<file path="config.mk">
export PLATFORM = sky130hd
export DESIGN_NAME = projectile_pool_flat
export DESIGN_NICKNAME = d
export VERILOG_FILES = /design/src/rtl/projectile_pool_if.sv /design/src/rtl/projectile_pool.sv /design/src/flat_wrapper.sv
export SDC_FILE = /design/constraint.sdc
export NUM_CORES = 1
export LEC_CHECK = 0
export CORE_AREA = 2 2 138 140
export DETAILED_ROUTE_END_ITERATION = 8
export DIE_AREA = 0 0 140 142
export GPL_ROUTABILITY_DRIVEN = 0
export PLACE_DENSITY_LB_ADDON = 0.2
export SYNTH_ARGS = -nofsm -noshare
export SYNTH_HDL_FRONTEND = slang
export SYNTH_SLANG_ARGS = --single-unit
</file>
<file path="constraint.sdc">
create_clock -name clk -period 8.2 [get_ports clk]
set_input_delay 2.46 -clock clk [delete_from_list [all_inputs] [get_ports clk]]
set_output_delay 2.46 -clock clk [all_outputs]
set_load 0.02 [all_outputs]
</file>
<file path="src/rtl/projectile_pool_if.sv">
// Bundle between the projectile pool and its neighbours: launch controls in,
// per-slot positions and pool status out. i_/o_ are from the pool's point of view.
interface projectile_pool_if #(
    parameter int NUM_SLOTS = 4
);
    logic [9:0]             i_origin_x;
    logic [9:0]             i_origin_y;
    logic                   i_shoot;
    logic [1:0]             i_direction;
    logic [NUM_SLOTS-1:0]   i_kill;
    logic [NUM_SLOTS-1:0]   o_active;
    logic [10*NUM_SLOTS-1:0] o_bullet_x;
    logic [10*NUM_SLOTS-1:0] o_bullet_y;
    logic                   o_fire_accepted;
    logic                   o_full;

    modport slave (
        input  i_origin_x, i_origin_y, i_shoot, i_direction, i_kill,
        output o_active, o_bullet_x, o_bullet_y, o_fire_accepted, o_full
    );

    modport master (
        output i_origin_x, i_origin_y, i_shoot, i_direction, i_kill,
        input  o_active, o_bullet_x, o_bullet_y, o_fire_accepted, o_full
    );
endinterface

</file>
<file path="src/rtl/projectile_pool.sv">
// Pool of NUM_SLOTS projectiles with gravity, edge/kill retirement, lowest-free-slot
// launch on a shoot rising edge and a fire cooldown. Advances once per frame clock.
module projectile_pool #(
    parameter int NUM_SLOTS = 4,
    parameter int X_STEP    = 5,
    parameter int UP_SPEED  = 8,
    parameter int GRAVITY   = 1,
    parameter int MAX_FALL  = 8,
    parameter int SIZE      = 3,
    parameter int X_MAX     = 639,
    parameter int Y_MAX     = 479,
    parameter int COOLDOWN  = 8
) (
    input  logic clk,
    input  logic rst,
    projectile_pool_if.slave bus
);
    typedef enum logic {S_IDLE, S_FLIGHT} slot_state_t;

    localparam int CW = (COOLDOWN < 1) ? 1 : $clog2(COOLDOWN + 1);
    localparam int SW = (NUM_SLOTS < 2) ? 1 : $clog2(NUM_SLOTS);

    localparam logic signed [11:0] SIZE_S  = 12'(SIZE);
    localparam logic signed [11:0] X_MAX_S = 12'(X_MAX);
    localparam logic signed [11:0] Y_MAX_S = 12'(Y_MAX);
    localparam logic signed [8:0]  GRAV_S  = 9'(GRAVITY);
    localparam logic signed [8:0]  MAXF_S  = 9'(MAX_FALL);
    localparam logic signed [7:0]  VX_NEG  = 8'(-X_STEP);
    localparam logic signed [7:0]  VX_POS  = 8'(X_STEP);
    localparam logic signed [7:0]  VY_UP   = 8'(-UP_SPEED);

    logic [NUM_SLOTS-1:0] w_active;
    logic                 r_shoot_q;
    logic                 r_armed;
    logic [CW-1:0]        r_cooldown;
    logic                 r_fire_accepted;
    logic                 w_fire_req;
    logic                 w_launch;
    logic [SW-1:0]        w_alloc_idx;
    logic signed [7:0]    w_launch_vx;
    logic signed [7:0]    w_launch_vy;

    // Lowest-index idle slot wins; loop runs downward so the lowest index is assigned last.
    always_comb begin
        w_alloc_idx = '0;
        for (int i = NUM_SLOTS - 1; i >= 0; i--) begin
            if (!w_active[i]) begin
                w_alloc_idx = SW'(i);
            end
        end
    end

    // r_armed blocks a shoot held high across reset until a low sample is seen.
    assign w_fire_req = bus.i_shoot & ~r_shoot_q & r_armed;
    assign w_launch   = w_fire_req && (r_cooldown == '0) && !(&w_active);

    always_comb begin
        w_launch_vx = '0;
        w_launch_vy = '0;
        case (bus.i_direction)
            2'b00:   w_launch_vx = VX_NEG;
            2'b01:   w_launch_vx = VX_POS;
            2'b10:   w_launch_vy = VY_UP;
            default: ;
        endcase
    end

    always_ff @(posedge clk or posedge rst) begin
        if (rst) begin
            r_shoot_q       <= 1'b0;
            r_armed         <= 1'b0;
            r_cooldown      <= '0;
            r_fire_accepted <= 1'b0;
        end else begin
            r_shoot_q       <= bus.i_shoot;
            r_armed         <= r_armed | ~bus.i_shoot;
            r_fire_accepted <= w_launch;
            if (w_launch) begin
                r_cooldown <= CW'(COOLDOWN);
            end else if (r_cooldown != '0) begin
                r_cooldown <= r_cooldown - 1'b1;
            end
        end
    end

    for (genvar gi = 0; gi < NUM_SLOTS; gi++) begin : g_slot
        slot_state_t       r_state;
        slot_state_t       w_state_next;
        logic [9:0]        r_x, r_y, w_x_next, w_y_next;
        logic signed [7:0] r_vx, r_vy, w_vx_next, w_vy_next, w_vy_sat;
        logic signed [11:0] w_nx, w_ny;
        logic signed [8:0] w_vy_inc;
        logic              w_retire;
        logic              w_take;

        assign w_nx = $signed({2'b00, r_x}) + $signed({{4{r_vx[7]}}, r_vx});
        assign w_ny = $signed({2'b00, r_y}) + $signed({{4{r_vy[7]}}, r_vy});

        assign w_vy_inc = $signed({r_vy[7], r_vy}) + GRAV_S;
        assign w_vy_sat = (w_vy_inc > MAXF_S) ? MAXF_S[7:0] : w_vy_inc[7:0];

        assign w_retire = ((w_nx - SIZE_S) <= 12'sd0) || ((w_nx + SIZE_S) >= X_MAX_S) ||
                          ((w_ny - SIZE_S) <= 12'sd0) || ((w_ny + SIZE_S) >= Y_MAX_S) ||
                          bus.i_kill[gi];
        assign w_take   = w_launch && (w_alloc_idx == SW'(gi));

        // Idle values (origin, zero velocity) are the default; launch and flight override.
        always_comb begin
            w_state_next = r_state;
            w_x_next     = bus.i_origin_x;
            w_y_next     = bus.i_origin_y;
            w_vx_next    = '0;
            w_vy_next    = '0;
            case (r_state)
                S_IDLE: begin
                    if (w_take) begin
                        w_state_next = S_FLIGHT;
                        w_vx_next    = w_launch_vx;
                        w_vy_next    = w_launch_vy;
                    end
                end
                S_FLIGHT: begin
                    if (w_retire) begin
                        w_state_next = S_IDLE;
                    end else begin
                        w_x_next  = w_nx[9:0];
                        w_y_next  = w_ny[9:0];
                        w_vx_next = r_vx;
                        w_vy_next = w_vy_sat;
                    end
                end
                default: w_state_next = S_IDLE;
            endcase
        end

        always_ff @(posedge clk or posedge rst) begin
            if (rst) begin
                r_state <= S_IDLE;
                r_x     <= '0;
                r_y     <= '0;
                r_vx    <= '0;
                r_vy    <= '0;
            end else begin
                r_state <= w_state_next;
                r_x     <= w_x_next;
                r_y     <= w_y_next;
                r_vx    <= w_vx_next;
                r_vy    <= w_vy_next;
            end
        end

        assign w_active[gi]                = (r_state == S_FLIGHT);
        assign bus.o_bullet_x[gi*10 +: 10] = r_x;
        assign bus.o_bullet_y[gi*10 +: 10] = r_y;
    end

    assign bus.o_active        = w_active;
    assign bus.o_full          = &w_active;
    assign bus.o_fire_accepted = r_fire_accepted;
endmodule

</file>
<file path="src/flat_wrapper.sv">
// flat-port wrapper written by rule: the top's interface ports become plain ports
module projectile_pool_flat 
#(
    parameter int NUM_SLOTS = 4,
    parameter int X_STEP    = 5,
    parameter int UP_SPEED  = 8,
    parameter int GRAVITY   = 1,
    parameter int MAX_FALL  = 8,
    parameter int SIZE      = 3,
    parameter int X_MAX     = 639,
    parameter int Y_MAX     = 479,
    parameter int COOLDOWN  = 8
)
  (clk, rst, bus_i_origin_x, bus_i_origin_y, bus_i_shoot, bus_i_direction, bus_i_kill, bus_o_active, bus_o_bullet_x, bus_o_bullet_y, bus_o_fire_accepted, bus_o_full);
  projectile_pool_if #(.NUM_SLOTS(NUM_SLOTS)) bus_i ();
  input  logic clk;
  input  logic rst;
  input wire logic [$bits(bus_i.i_origin_x)-1:0] bus_i_origin_x;
  input wire logic [$bits(bus_i.i_origin_y)-1:0] bus_i_origin_y;
  input wire logic [$bits(bus_i.i_shoot)-1:0] bus_i_shoot;
  input wire logic [$bits(bus_i.i_direction)-1:0] bus_i_direction;
  input wire logic [$bits(bus_i.i_kill)-1:0] bus_i_kill;
  output wire logic [$bits(bus_i.o_active)-1:0] bus_o_active;
  output wire logic [$bits(bus_i.o_bullet_x)-1:0] bus_o_bullet_x;
  output wire logic [$bits(bus_i.o_bullet_y)-1:0] bus_o_bullet_y;
  output wire logic [$bits(bus_i.o_fire_accepted)-1:0] bus_o_fire_accepted;
  output wire logic [$bits(bus_i.o_full)-1:0] bus_o_full;
  assign bus_i.i_origin_x = bus_i_origin_x;
  assign bus_i.i_origin_y = bus_i_origin_y;
  assign bus_i.i_shoot = bus_i_shoot;
  assign bus_i.i_direction = bus_i_direction;
  assign bus_i.i_kill = bus_i_kill;
  assign bus_o_active = bus_i.o_active;
  assign bus_o_bullet_x = bus_i.o_bullet_x;
  assign bus_o_bullet_y = bus_i.o_bullet_y;
  assign bus_o_fire_accepted = bus_i.o_fire_accepted;
  assign bus_o_full = bus_i.o_full;
  projectile_pool #(.NUM_SLOTS(NUM_SLOTS), .X_STEP(X_STEP), .UP_SPEED(UP_SPEED), .GRAVITY(GRAVITY), .MAX_FALL(MAX_FALL), .SIZE(SIZE), .X_MAX(X_MAX), .Y_MAX(Y_MAX), .COOLDOWN(COOLDOWN)) u_core (.clk(clk), .rst(rst), .bus(bus_i));
endmodule
</file>
==> flow_summary.yaml <==
power:
  vdd_drop_max_uv: 145
  power_density_nw_per_um2: 145
  power_w: 0.00186
  p_leak_nw: 5.75
critical_path:
  setup.worst_path.start_class: "register"
  cp-end-kind: "register"
  crit_type: "register to register"
  required_ns: 8.51
  crit_fanout: 18
  ff2ff_path_depth: 13
  critPathArrivalTime_ns: 4.94
  rrSetupSlack_ns: 3.57
timing:
  slew_violations: 0
  maxSlewHeadroom_pct: 22.4
  worst_pin_slew_ns: 1.16
  finalHoldViolCount: 0
  setup_tns_ns: 0
  holdWs_ns: 0.472
  finalCritPeriodShare_pct: 56.4
  fin_skew_ns: 0.00831
  grt_setup_unrepaired: "no"
  period_needed_ns: 4.63
  fmax_mhz: 216
  setup_viol: 0
global_route:
  antenna_found_initial: 0
  grt.total_usage_pct: 29.7
  grt_pass1_vias: 9276
  grt_max_degree: 71
  grt_pass1_wl_um: 47100
  grt_overflow: 0
floorplan:
  initial_utilization_pct: 59.2
  die_x_um: 140
  placementRows: 50
  core_area_um2: 18500
  die_y_um: 142
  die_area_um2: 19900
  top_level_ports: 115
synthesis:
  synthArstFlopShare_pct: 100
  synth_fp_nets: 1324
  synth_seq_cells: 135
  synth_top_family_by_area: "compound AO/OA/AOI/OAI gates"
  synthAdderAreaFrac_pct: 12.6
  synth_compound_area_share_pct: 20.6
  yosysSeqAreaShare_pct: 30.9
  yosys.area_share.simple_pct: 16.7
  yosysWarnings: 0
  muxShareOfSynthArea_pct: 8.56
  syn-instance-count: 1190
  synth_xor_area_share_pct: 5.93
  avgSynthCellArea_um2: 9.18
  synth_edf_count: 0
  syn-cell-area_um2: 10900
  ys_types: 79
  synthFlopType: "dfrtp_1"
cts:
  cts.sinks: 135
  clock_latency_ns: 0.43
  numCtsBuffers: 17
  cts_resized: 0
  hold_buffers: 0
  clock_path_buffers: 2
  cts.clk_slew.worst_paths_ns: 0.06
  cts_root_buf: "clkbuf_16"
  cts_tree: "yes"
  htree_levels: 4
  postCtsSetupBuffers: 0
routing:
  drt_wl_total_um: 29100
  first_pass_iters: 9
  first_iter_violations: 803
  ant_nets: 0
  wl_per_cell_um: 18.9
  drc_errors: 7
  viasPerCell: 6.32
  vias: 9730
layout:
  diodes: 0
  utilization_pct: 69.7
  area_growth_pct: 17.9
  mostFrequentLayoutCell: "dfrtp_1"
  regArea_um2: 3380
  multi_input_area_um2: 7040
  mostFrequentLayoutCells: "dfrtp_1, clkdlybuf4s50_1, ha_1"
  layout-drive-gt1-share_pct: 8.74
  fill_cells: 1408
  nNetsFinal: 1427
  stdcell_area_um2: 12900
worst_hold_path:
  holdPathStages: 1
  worstHoldPathType: "register to register"
place:
  hpwl_um: 21600
  portBuffers: 114
  placed_cell_area_um2: 12300
outcome:
  status: "finished, violations left"
  violations: "DRC"
run:
  drv_cap: 0
==> worst paths after layout <==
kind	startpoint	to
min in group asynchronous	rst	u_core.g_slot[1].r_y[6]
worst max-delay path	u_core.g_slot[0].r_vy[0]	u_core.g_slot[0].r_y[4]
max in group asynchronous	rst	u_core.g_slot[2].r_y[9]
worst min-delay path	u_core.r_armed	u_core.r_armed
worst min register to register	u_core.r_armed	u_core.r_armed
worst max register to register	u_core.g_slot[0].r_vy[0]	u_core.g_slot[0].r_y[4]
==> cell usage after synthesis, types with 6 or more instances <==
cell       instances  area share (%)
or2_2             12            0.69
inv_1             94             3.2
nand2b_1          22             1.3
a22oi_1            8            0.55
nor3b_1           18             1.2
or4_1              8            0.55
fa_1               8             1.5
clkbuf_1          23            0.79
a21oi_1           60             2.7
nand4_1           14            0.80
o22ai_1           11            0.63
a31oi_1           14            0.80
o2111ai_1          6            0.48
o311ai_0           6            0.48
o21a_1            13            0.89
or3_1             12            0.69
dfrtp_1          135              31
o21ai_0           63             2.9
o21bai_1           9            0.62
mux2_4             7            0.96
mux2_2            47             4.8
and2_1             7            0.40
a2111oi_0          9            0.72
ha_1              97              11
o31ai_1           21             1.4
xnor2_1           49             3.9
a211o_1            8            0.64
and3_1            16            0.92
nand2_1           54             1.9
nand3_1           31             1.4
nor3_1            36             1.6
buf_2              6            0.27
nor2_1            52             1.8
a211oi_1          20             1.4
a21o_1            18             1.2
mux2i_1           30             2.7
o211ai_1          15             1.0
nor2b_1           19             1.1
xor2_1            25             2.0
nor4_1            13            0.74
==> registers in the layout, summed over array words and instances, names as in the netlist <==
| name | count |
|---|---|
| u_core.r_cooldown | 4 |
| u_core.r_armed | 1 |
| u_core.g_slot.r_y | 40 |
| u_core.r_shoot_q | 1 |
| u_core.g_slot.r_vx | 12 |
| u_core.g_slot.r_state | 4 |
| u_core.g_slot.r_vy | 32 |
| u_core.g_slot.r_x | 40 |
| u_core.bus.o_fire_accepted | 1 |
==> stage by stage <==
| stage | std cells | setup slack [ns] |
|---|---|---|
| floorplan | 1190 | 2.13 |
| global placement | 1508 | 3.72 |
| detailed placement | 1508 | 3.66 |
| CTS | 1539 | 3.64 |
| global route | 1539 | 3.27 |
| finish | 1539 | 3.57 |
==> routing by layer <==
| layer | part of all wire [%] | up-vias | track usage [%] |
|---|---|---|---|
| met5 | 0 | - | 0 |
| met4 | 3.9 | 0 | 11.9 |
| met3 | 5.5 | 82 | 5.75 |
| met2 | 46 | 329 | 48.8 |
| met1 | 44 | 4672 | 39.1 |
| li1 | - | 4647 | - |
==> area by class of cell <==
type | instances | area share, %
well taps | 234 | 2.27
repair buffers | 120 | 9.22
inverters | 94 | 2.78
flip-flops and latches | 135 | 26.2
multi-input cells | 925 | 54.7
clock inverters | 8 | 0.924
clock buffers | 23 | 3.87
==> report_power, final <==
group / switching [W] / internal, W
clock network: 0.000287 / 0.000515
registers: 0.0000332 / 0.000701
logic: 0.000184 / 0.000142
total: 0.000504 / 0.00136
==> critical path, cell delays in order (launching register included) <==
cell	delay (ns)
dfrtp_1	0.43
ha_1	0.20
inv_1	0.06
fa_1	0.40
nor2b_1	0.18
o2111ai_1	0.20
a31oi_1	0.32
xor2_1	0.18
or4_1	0.58
nor4_1	0.32
a211oi_1	0.15
o221ai_2	0.72
buf_4	0.40
mux2_2	0.38
==> kinds of logic (layout without fill, tap and decap cells) <==
kind of cell	count (synthesis)	in the layout
and+or+nand+nor	334	334
AOI/OAI and AO/OA	328	328
DFF	135	135
buffers and inverters	130	245
adders and majority gates	105	105
muxes	84	84
xor gates and xnor gates	74	74
(Power assumes the default switching activity.)
